<file path="config.mk">
export PLATFORM = sky130hd
export DESIGN_NAME = wave_capture_buffer
export DESIGN_NICKNAME = d
export VERILOG_FILES = /design/src/rtl/wave_capture_buffer.sv
export SDC_FILE = /design/constraint.sdc
export NUM_CORES = 1
export LEC_CHECK = 0
export CAP_MARGIN = 20
export CORE_MARGIN = 2
export CORE_UTILIZATION = 27
export CTS_BUF_LIST = sky130_fd_sc_hd__clkbuf_4
export CTS_CLUSTER_DIAMETER = 80
export CTS_CLUSTER_SIZE = 16
export DETAILED_ROUTE_END_ITERATION = 16
export MAX_ROUTING_LAYER = met4
export PLACE_DENSITY_LB_ADDON = 0.25
export SYNTH_ARGS = -nofsm -noshare
export SYNTH_HDL_FRONTEND = slang
export SYNTH_SLANG_ARGS = --single-unit
</file>
<file path="constraint.sdc">
create_clock -name clk -period 1.9 [get_ports clk]
set_input_delay 0.38 -clock clk [delete_from_list [all_inputs] [get_ports clk]]
set_output_delay 0.38 -clock clk [all_outputs]
set_load 0.005 [all_outputs]
</file>
<file path="src/rtl/wave_capture_buffer.sv">
// Captures one window of the audio stream, starting at a rising zero crossing,
// into the write half of a ping-pong display RAM, then swaps halves once the display is idle.
module wave_capture_buffer #(
   parameter int ADDR_WIDTH  = 8,
   parameter int SAMPLE_BITS = 8
) (
   input  logic                  clk,
   input  logic                  reset,
   input  logic                  new_sample_ready,
   input  logic [15:0]           new_sample_in,
   input  logic                  wave_display_idle,
   output logic [ADDR_WIDTH:0]   write_address,
   output logic                  write_enable,
   output logic [SAMPLE_BITS-1:0] write_sample,
   output logic                  read_index,
   output logic                  capture_done
);

   localparam logic [1:0] ST_ARMED  = 2'd0;
   localparam logic [1:0] ST_ACTIVE = 2'd1;
   localparam logic [1:0] ST_WAIT   = 2'd2;

   localparam logic [ADDR_WIDTH-1:0] COUNT_ONE  = {{(ADDR_WIDTH-1){1'b0}}, 1'b1};
   localparam logic [ADDR_WIDTH-1:0] COUNT_LAST = {ADDR_WIDTH{1'b1}};

   logic [1:0]             state_q, state_d;
   logic [ADDR_WIDTH-1:0]  count_q, count_d;
   logic                   prev_neg_q, prev_neg_d;
   logic                   read_index_q, read_index_d;
   logic                   write_enable_q, write_enable_d;
   logic [ADDR_WIDTH:0]    write_address_q, write_address_d;
   logic [SAMPLE_BITS-1:0] write_sample_q, write_sample_d;
   logic                   capture_done_q, capture_done_d;

   // Signed to offset binary: flip the sign bit and keep the top magnitude bits.
   logic [SAMPLE_BITS-1:0] mapped_sample;
   assign mapped_sample = {~new_sample_in[15], new_sample_in[14:16-SAMPLE_BITS]};

   always_comb begin
      state_d         = state_q;
      count_d         = count_q;
      prev_neg_d      = prev_neg_q;
      read_index_d    = read_index_q;
      write_enable_d  = 1'b0;
      write_address_d = write_address_q;
      write_sample_d  = write_sample_q;
      capture_done_d  = 1'b0;

      if (new_sample_ready) begin
         prev_neg_d = new_sample_in[15];
      end

      case (state_q)
         ST_ARMED: begin
            if (new_sample_ready && prev_neg_q && !new_sample_in[15]) begin
               write_enable_d  = 1'b1;
               write_address_d = {~read_index_q, {ADDR_WIDTH{1'b0}}};
               write_sample_d  = mapped_sample;
               count_d         = COUNT_ONE;
               state_d         = ST_ACTIVE;
            end
         end
         ST_ACTIVE: begin
            if (new_sample_ready) begin
               write_enable_d  = 1'b1;
               write_address_d = {~read_index_q, count_q};
               write_sample_d  = mapped_sample;
               count_d         = count_q + COUNT_ONE;
               if (count_q == COUNT_LAST) begin
                  capture_done_d = 1'b1;
                  state_d        = ST_WAIT;
               end
            end
         end
         ST_WAIT: begin
            // Swap only while the display is between frames so it never sees its half change.
            if (wave_display_idle) begin
               read_index_d = ~read_index_q;
               state_d      = ST_ARMED;
            end
         end
         default: begin
            state_d = ST_ARMED;
         end
      endcase
   end

   always_ff @(posedge clk or posedge reset) begin
      if (reset) begin
         state_q         <= ST_ARMED;
         count_q         <= '0;
         prev_neg_q      <= 1'b0;
         read_index_q    <= 1'b0;
         write_enable_q  <= 1'b0;
         write_address_q <= '0;
         write_sample_q  <= '0;
         capture_done_q  <= 1'b0;
      end else begin
         state_q         <= state_d;
         count_q         <= count_d;
         prev_neg_q      <= prev_neg_d;
         read_index_q    <= read_index_d;
         write_enable_q  <= write_enable_d;
         write_address_q <= write_address_d;
         write_sample_q  <= write_sample_d;
         capture_done_q  <= capture_done_d;
      end
   end

   assign write_address = write_address_q;
   assign write_enable  = write_enable_q;
   assign write_sample  = write_sample_q;
   assign read_index    = read_index_q;
   assign capture_done  = capture_done_q;

endmodule

</file>
## Word level (Yosys, flattened, before mapping)

Index checks and enable logic that the tools add are counted.

- Register bits after elaboration: 31
- Input port bits: 20
- Output and inout bits: 20
- Logic and storage cells: 46

- $add $sub $neg: 1
- Equality and inequality tests: 7
- Mux-type cells: 20
- Bitwise gates (word level): 2
- Reduce and logical (&&, ||, !) cells: 8

Operator list:

| operator | count |
|---|---|
| $mux 8 | 4 |
| $pmux 8 s2 | 2 |
| $mux 9 | 2 |
| $pmux 9 s2 | 1 |
| $add 8x1->8 const B | 1 |
| $eq 8x8->1 const B | 1 |
| $mux 2 | 4 |
| $ne 2x2->1 const B | 4 |
| $pmux 2 s3 | 1 |
| $mux 1 | 5 |
| $reduce_and 4->1 | 1 |
| $reduce_and 3->1 | 1 |
| $eq 2x1->1 const B | 1 |
| $eq 2x2->1 const B | 1 |
| $logic_and 1x1->1 | 2 |
| $logic_not 2->1 | 1 |
| $not 1->1 | 2 |
| $pmux 1 s2 | 1 |
| $reduce_and 2->1 | 1 |
| $reduce_bool 2->1 | 1 |
| $logic_not 1->1 | 1 |

## Longest topological paths before layout

Gate-level depths: netlist of run 1.

- Depth after elaboration: 4
- Gate-level depth with buffers: 5
- Gate-level depth less buffers: 4

## Worst setup path before layout of run 1

Ideal clock, no wire load.

- Path kind: register -> register
- Start point: register state_q[0]
- End point: register write_sample_q[0] (netlist: write_sample[0])
- Setup time: 0.125 ns
- Arrival time: 1.201 ns
- Data required time: 1.775 ns
- Path slack: 0.574 ns
- Cell stages (with the launch flop): 6
- Path buffers: 2
- Clock period less this slack: 1.326 ns
- Cells stage by stage: dfrtp_1 -> buf_4 -> o21ai_4 -> inv_4 -> buf_6 -> mux2_4

- Longest elaborated chain between the ends: 3
- Elaborated cells between the ends (all ways): 7
- Those cells by class: eq/ne: 3; mux: 1; reduce/logical: 3

RTL lines:

| item | RTL line | RTL |
|---|---|---|
| from (decl) | 26 | `logic [1:0] state_q, state_d;` |
| from (signal assigned) | 99 | `state_q <= state_d;` |
| $eq 2x1->1 or $logic_not 2->1 (tied branches) | 53 | `case (state_q)` |
| $ne 2x2->1 (no source line) or $reduce_bool 2->1 (tied branches) | -- |  |
| $reduce_and 3->1 (no source line) | -- |  |
| to (signal assigned) | 105 | `write_sample_q <= write_sample_d;` |
| to (decl) | 32 | `logic [SAMPLE_BITS-1:0] write_sample_q, write_sample_d;` |

Parallel ways exist; a longest one is shown, timed or not.
A chain may end at the register's enable or synchronous reset.

## Worst setup path after layout of run 1

- Start point: input new_sample_ready
- End point: register count_q[5]

- Longest elaborated chain between the ends: 4
- Elaborated cells between the ends (all ways): 5
- Those cells by class: eq/ne: 2; reduce/logical: 3

RTL lines:

| item | RTL line | RTL |
|---|---|---|
| from (decl) | 9 | `input logic new_sample_ready,` |
| $logic_and 1x1->1 (2 in series) | 55 | `if (new_sample_ready && prev_neg_q && !new_sample_in[15]) begin` |
| $ne 2x2->1 (no source line) | -- |  |
| $reduce_and 3->1 (no source line) (*) | -- |  |
| to (signal assigned) | 100 | `count_q <= count_d;` |
| to (decl) | 27 | `logic [ADDR_WIDTH-1:0] count_q, count_d;` |

Every way passes the cells marked *; elsewhere a longest branch is shown, timed or not.

==> reports/results.ini, run 1 <==
[grt]
grt.total_usage=0.121
grt_pass1_vias=1070
grt_max_degree=32
antenna_found_initial=0
overflow=0
grt_pass1_wl_mm=5.35

[clock_network]
clkLatencyLatePin_ns=0.33
clk_path_buf_depth=2
clk_pin_slew_ns=0.10
cts_resized=0
cts_tree=built
clock-sinks=31
post-cts-setup-buffers=0
htree_levels=2
holdBufCountCts=0
cts_buffers=5
root_buffer=clkbuf_4

[cells_and_area]
area_delta_synth_final_pct=36.2
diodes=0
fin_util=0.378
design_area_um2=1910
drive_gt1_frac=0.201
nets=184
final_cell_count_no_fill=234
fill_cells=504

[sta]
finalHoldViolations=0
slew_viol_final=0
period_share=0.871
finalSetupViolCount=0
max_slew_margin=0.733
min_period_ns=1.66
tightest_slew_ns=0.401
max_freq_mhz=604
finClkSkew_ns=0.0125
grt_setup_unrepaired=false

[pwr]
p_leak_uw=0.000818
internal-power_uw=1270
power.density_nw_per_um2=954
ir_drop_uv=292
p_comb_frac=0.282
p_sw_uw=547
p_clk_frac=0.216
swShare=0.301
seq_power_share=0.502

[floorplanning]
num_rows=26
start_util=0.278
die_h_um=76.0
die_w_um=76.0
die_area_um2=5780
pin_count=40
core_area_um2=5040

[worst_setup_path]
max_stage_delay_ns=0.66
r2r-start=state_q[0]$_DFFE_PP0P_
cp_cell_sequence=clkdlybuf4s50_1 > buf_4 > nand4b_4 > or4_1 > a21oi_1
startpoint=new_sample_ready
start_kind=input pin
required_ns=2.16
endpoint_kind=flip-flop
path_class=input pin to flip-flop
critPathMaxFanout=9
cp_slowest_cell=clkdlybuf4s50_1
ff2ff_setup_slack_ns=0.33
arrival_ns=1.91

[detailed_routing]
vias_per_cell=4.44
wl_per_cell_um=13.1
ant_nets=0
routed_wl_mm=3.07
vias=1039
drtIter0Drc=18
drt-pass1-iter-count=4
drc=0

[placement]
dpl_cell_area_um2=1850
numPlacedInstances=226
place_hpwl_mm=2.22
io_buffer_count=31
gp_congestion=0.784

[min_path]
hp-class=input pin to asynchronous set/reset pin

[logic_synthesis]
synth_ff_type=dfrtp_1
yosysWarnings=0
syn_inst=118
syn-cell-area_um2=1400
ys_seq_elements=31
synth_nets=139
synthArstFlopShare=1.00
yosysSeqAreaShare=0.554
synth.distinct_cells=35
synth-edff-count=0
avgSynthCellArea_um2=11.9

[run_status]
status=complete, no violations

[job]
cap_violations=0

==> worst max-delay path: cells and delay by family <==
kind	cells	cell delay (ns)
compound gates	1	0.14
buf+inv	2	0.87
simple gates	2	0.51
==> metrics by stage <==
step | setup WS [ns] | power (uW) | hold WS (ns) | TNS (ns)
2_1_floorplan | 0.574 | 1160 | 0.469 | 0
3_3_place_gp | -0.0543 | 1430 | 0.485 | -0.0752
3_5_place_dp | -0.0995 | 1450 | 0.490 | -0.287
4_1_cts | 0.260 | 1850 | 0.422 | 0
5_1_grt | 0.159 | 1960 | 0.448 | 0
6_report | 0.245 | 1820 | 0.412 | 0
==> power by group through the flow <==
| stage | combinational (uW) | clock [uW] | sequential (uW) |
|---|---|---|---|
| after floorplan | 261 | 0 | 900 |
| after global placement | 507 | 0 | 921 |
| after detailed placement | 522 | 0 | 925 |
| after CTS | 523 | 417 | 915 |
| after global routing | 578 | 443 | 936 |
| final | 513 | 393 | 913 |
==> state kept, by name, indices dropped and copies added, names as in the netlist <==
| register | cells |
|---|---|
| write_enable | 1 |
| count_q | 8 |
| write_address | 9 |
| prev_neg_q | 1 |
| write_sample | 8 |
| read_index | 1 |
| state_q | 2 |
| capture_done | 1 |
==> per-layer routing <==
metal	share of wire	vias up	global-route usage
li1	-	507	-
met5	0	-	-
met1	0.45	508	0.142
met4	0.020	0	0.0491
met3	0.038	6	0.0379
met2	0.49	18	0.194
==> final cells by class <==
cell class / instances / area, um^2 / share of cell area
Sequential cell: 31 / 776 / 0.407
Multi-Input combinational cell: 71 / 543 / 0.285
Timing Repair Buffer: 43 / 400 / 0.210
Tap cell: 70 / 87.6 / 0.0459
Clock buffer: 7 / 52.6 / 0.0275
Inverter: 11 / 43.8 / 0.0230
Clock inverter: 1 / 5.00 / 0.00262
==> cells by family (layout without fill, tap and decap cells) <==
logic type / after synthesis / in the layout / share of synthesized area
simple gates: 33 / 33 / 0.161
flops: 31 / 31 / 0.554
fa+ha+maj: 1 / 1 / 0.00893
compound gates: 23 / 23 / 0.107
xor+xnor: 2 / 2 / 0.0125
buf+inv: 16 / 62 / 0.0589
mux: 12 / 12 / 0.0982
==> cell usage after synthesis, drive strengths merged (2+ instances only) <==
library cell | n | area (um^2)
a22o | 2 | 17.5
or4 | 3 | 22.5
buf | 4 | 35.0
inv | 11 | 43.8
o22ai | 2 | 12.5
nand4 | 2 | 12.5
o21ai | 11 | 66.3
nor2 | 5 | 18.8
nand4b | 7 | 76.3
dfrtp | 31 | 776
mux2 | 8 | 97.6
a21oi | 3 | 15.0
o31ai | 2 | 15.0
nand2 | 6 | 22.5
xor2 | 2 | 17.5
nand2b | 2 | 12.5
o21bai | 2 | 15.0
mux2i | 4 | 40.0
==> final timing paths <==
| kind | to | depth (start not counted) |
|---|---|---|
| max reg2reg | count_q[5]$_DFFE_PP0P_ | 4 |
| max | count_q[5]$_DFFE_PP0P_ | 5 |
| min reg2reg | read_index$_DFFE_PP0P_ | 1 |
| min in group clk | read_index$_DFFE_PP0P_ | 1 |
| max in group asynchronous | write_address[4]$_DFFE_PP0P_ | 3 |
| min | write_sample[0]$_DFFE_PP0P_ | 3 |
==> layout by cell type, fill, tap and decap left out <==
master           count
inv_1               10
o22ai_1              2
clkinv_2             1
nand4b_4             1
o31ai_1              2
mux2_4               2
inv_4                1
nor2_1               5
and3b_2              1
nand4b_1             6
and3_1               1
mux2_2               6
nand4_1              2
o21bai_1             2
nand4bb_1            1
or4_1                3
nor4_1               1
o21ai_4              1
xor2_1               2
clkbuf_4             7
o31a_1               1
and2b_1              1
nand2_1              6
nand2b_1             2
or3_1                1
or2_2                1
clkdlybuf4s50_1     31
mux2i_1              4
dfrtp_1             31
o21ai_0             10
nor2b_1              1
buf_4               12
a22o_1               2
ha_1                 1
a21oi_1              3
No activity file was read; power rests on OpenSTA's default activity.
==> run 2: changes to the inputs <==
- clock period: 1.9 -> 2.1 ns (I/O delays scaled with it)
==> reports/results.ini, run 2 (synthesis gave the netlist of run 1 again) <==
[cells_and_area]
multi_input_area_um2=543
largest_reg_flops=9
fin_util=0.378
fill_cells=508
area_delta_synth_final_pct=35.9
drive_gt1_frac=0.180
final_cell_count_no_fill=231
layout_common_cells=31 x dfrtp_1, 31 x clkdlybuf4s50_1, 10 x o21ai_0, 10 x inv_1, 9 x buf_4
nets=181
diodes=0
regArea_um2=776

[sta]
slew_viol_final=0
finClkSkew_ns=0.00968
finalHoldViolations=0
max_slew_margin=0.667
period_share=0.796
finalSetupViolCount=0
tightest_slew_ns=0.500
min_period_ns=1.67
max_freq_mhz=598
setup_tns_ns=0
grt_setup_unrepaired=false

[detailed_routing]
ant_nets=0
routed_wl_mm=2.95
drt-pass1-iter-count=4
drc=0
vias_per_cell=4.42
wl_per_cell_um=12.8
drtIter0Drc=38
vias=1021

[clock_network]
cts_tree=built
holdBufCountCts=0
post-cts-setup-buffers=0
clk_path_buf_depth=2
clk_pin_slew_ns=0.11
root_buffer=clkbuf_4
clock-sinks=31
cts_buffers=5
htree_levels=2
clkLatencyLatePin_ns=0.34
cts_resized=0

[pwr]
p_leak_uw=0.000811
power.density_nw_per_um2=911
ir_drop_uv=321

[run_status]
status=complete, no violations

[min_path]
hp-class=input pin to asynchronous set/reset pin

[grt]
antenna_found_initial=0
grt_pass1_vias=1054
grt_max_degree=32
grt_pass1_wl_mm=5.12
grt.total_usage=0.115
overflow=0

[placement]
io_buffer_count=31
gp_congestion=0.778
place_hpwl_mm=2.10
numPlacedInstances=223

[floorplanning]
start_util=0.278
core_area_um2=5040
die_area_um2=5780
pin_count=40
num_rows=26
die_h_um=76.0
die_w_um=76.0

[job]
cap_violations=0

[worst_setup_path]
start_kind=input pin
critPathMaxFanout=8
arrival_ns=1.94
required_ns=2.37
endpoint_kind=flip-flop
path_class=input pin to flip-flop

## run 2: cell types whose count changed in the layout (fill, tap and decap cells not counted), sizes merged
cell	delta
buf	-3
bufinv	+1
clkbuf	-2
clkinv	+1
## run 2: worst paths after layout
path | from | endpoint | slack (ns) | depth (start not counted)
worst max-delay path | new_sample_ready | count_q[5]$_DFFE_PP0P_ | 0.43 | 5
worst min-delay path | reset | count_q[5]$_DFFE_PP0P_ | 0.46 | 3
worst max register to register | state_q[0]$_DFFE_PP0P_ | count_q[5]$_DFFE_PP0P_ | 0.49 | 4
worst min register to register | read_index$_DFFE_PP0P_ | read_index$_DFFE_PP0P_ | 0.50 | 1
max in group asynchronous | reset | write_sample[5]$_DFFE_PP0P_ | 1.34 | 3
min in group clk | read_index$_DFFE_PP0P_ | read_index$_DFFE_PP0P_ | 0.50 | 1
## run 2: through the flow
step                      cell area (um^2)  setup WS, ns  power [uW]  hold WS (ns)
after floorplan                       1400         0.774        1050         0.484
after global placement                1830         0.122        1280         0.484
after detailed placement              1830        0.0574        1300         0.483
after CTS                             1900         0.429        1760         0.474
after global routing                  1900         0.367        1860         0.482
final                                 1900         0.429        1730         0.458
## run 2: worst max-delay path, cell delays in order
cell             delay [ns]
clkdlybuf4s50_1        0.64
buf_4                  0.22
nand4b_4               0.11
or4_1                  0.40
a21oi_1                0.15
## run 2: power breakdown
part	total [uW]	leakage (uW)	switching, uW	internal (uW)
clock network	461	0.0000426	216	245
logic	447	0.000382	177	271
registers	827	0.000387	110	717
## run 2: metal layers
metal  vias to the layer above  track usage  part of all wire
li1                        500            -                 -
met1                       500        0.141              0.47
met2                        16        0.182              0.48
met3                         5       0.0332             0.038
met4                         0       0.0436             0.019
met5                         -            -                 0
## run 2: final cells by class
class	instances	area share
tap	70	0.0460
multi-input combinational	71	0.285
inverter	11	0.0230
sequential	31	0.407
timing repair buffer	40	0.198
clock inverter	3	0.0204
clock buffer	5	0.0197
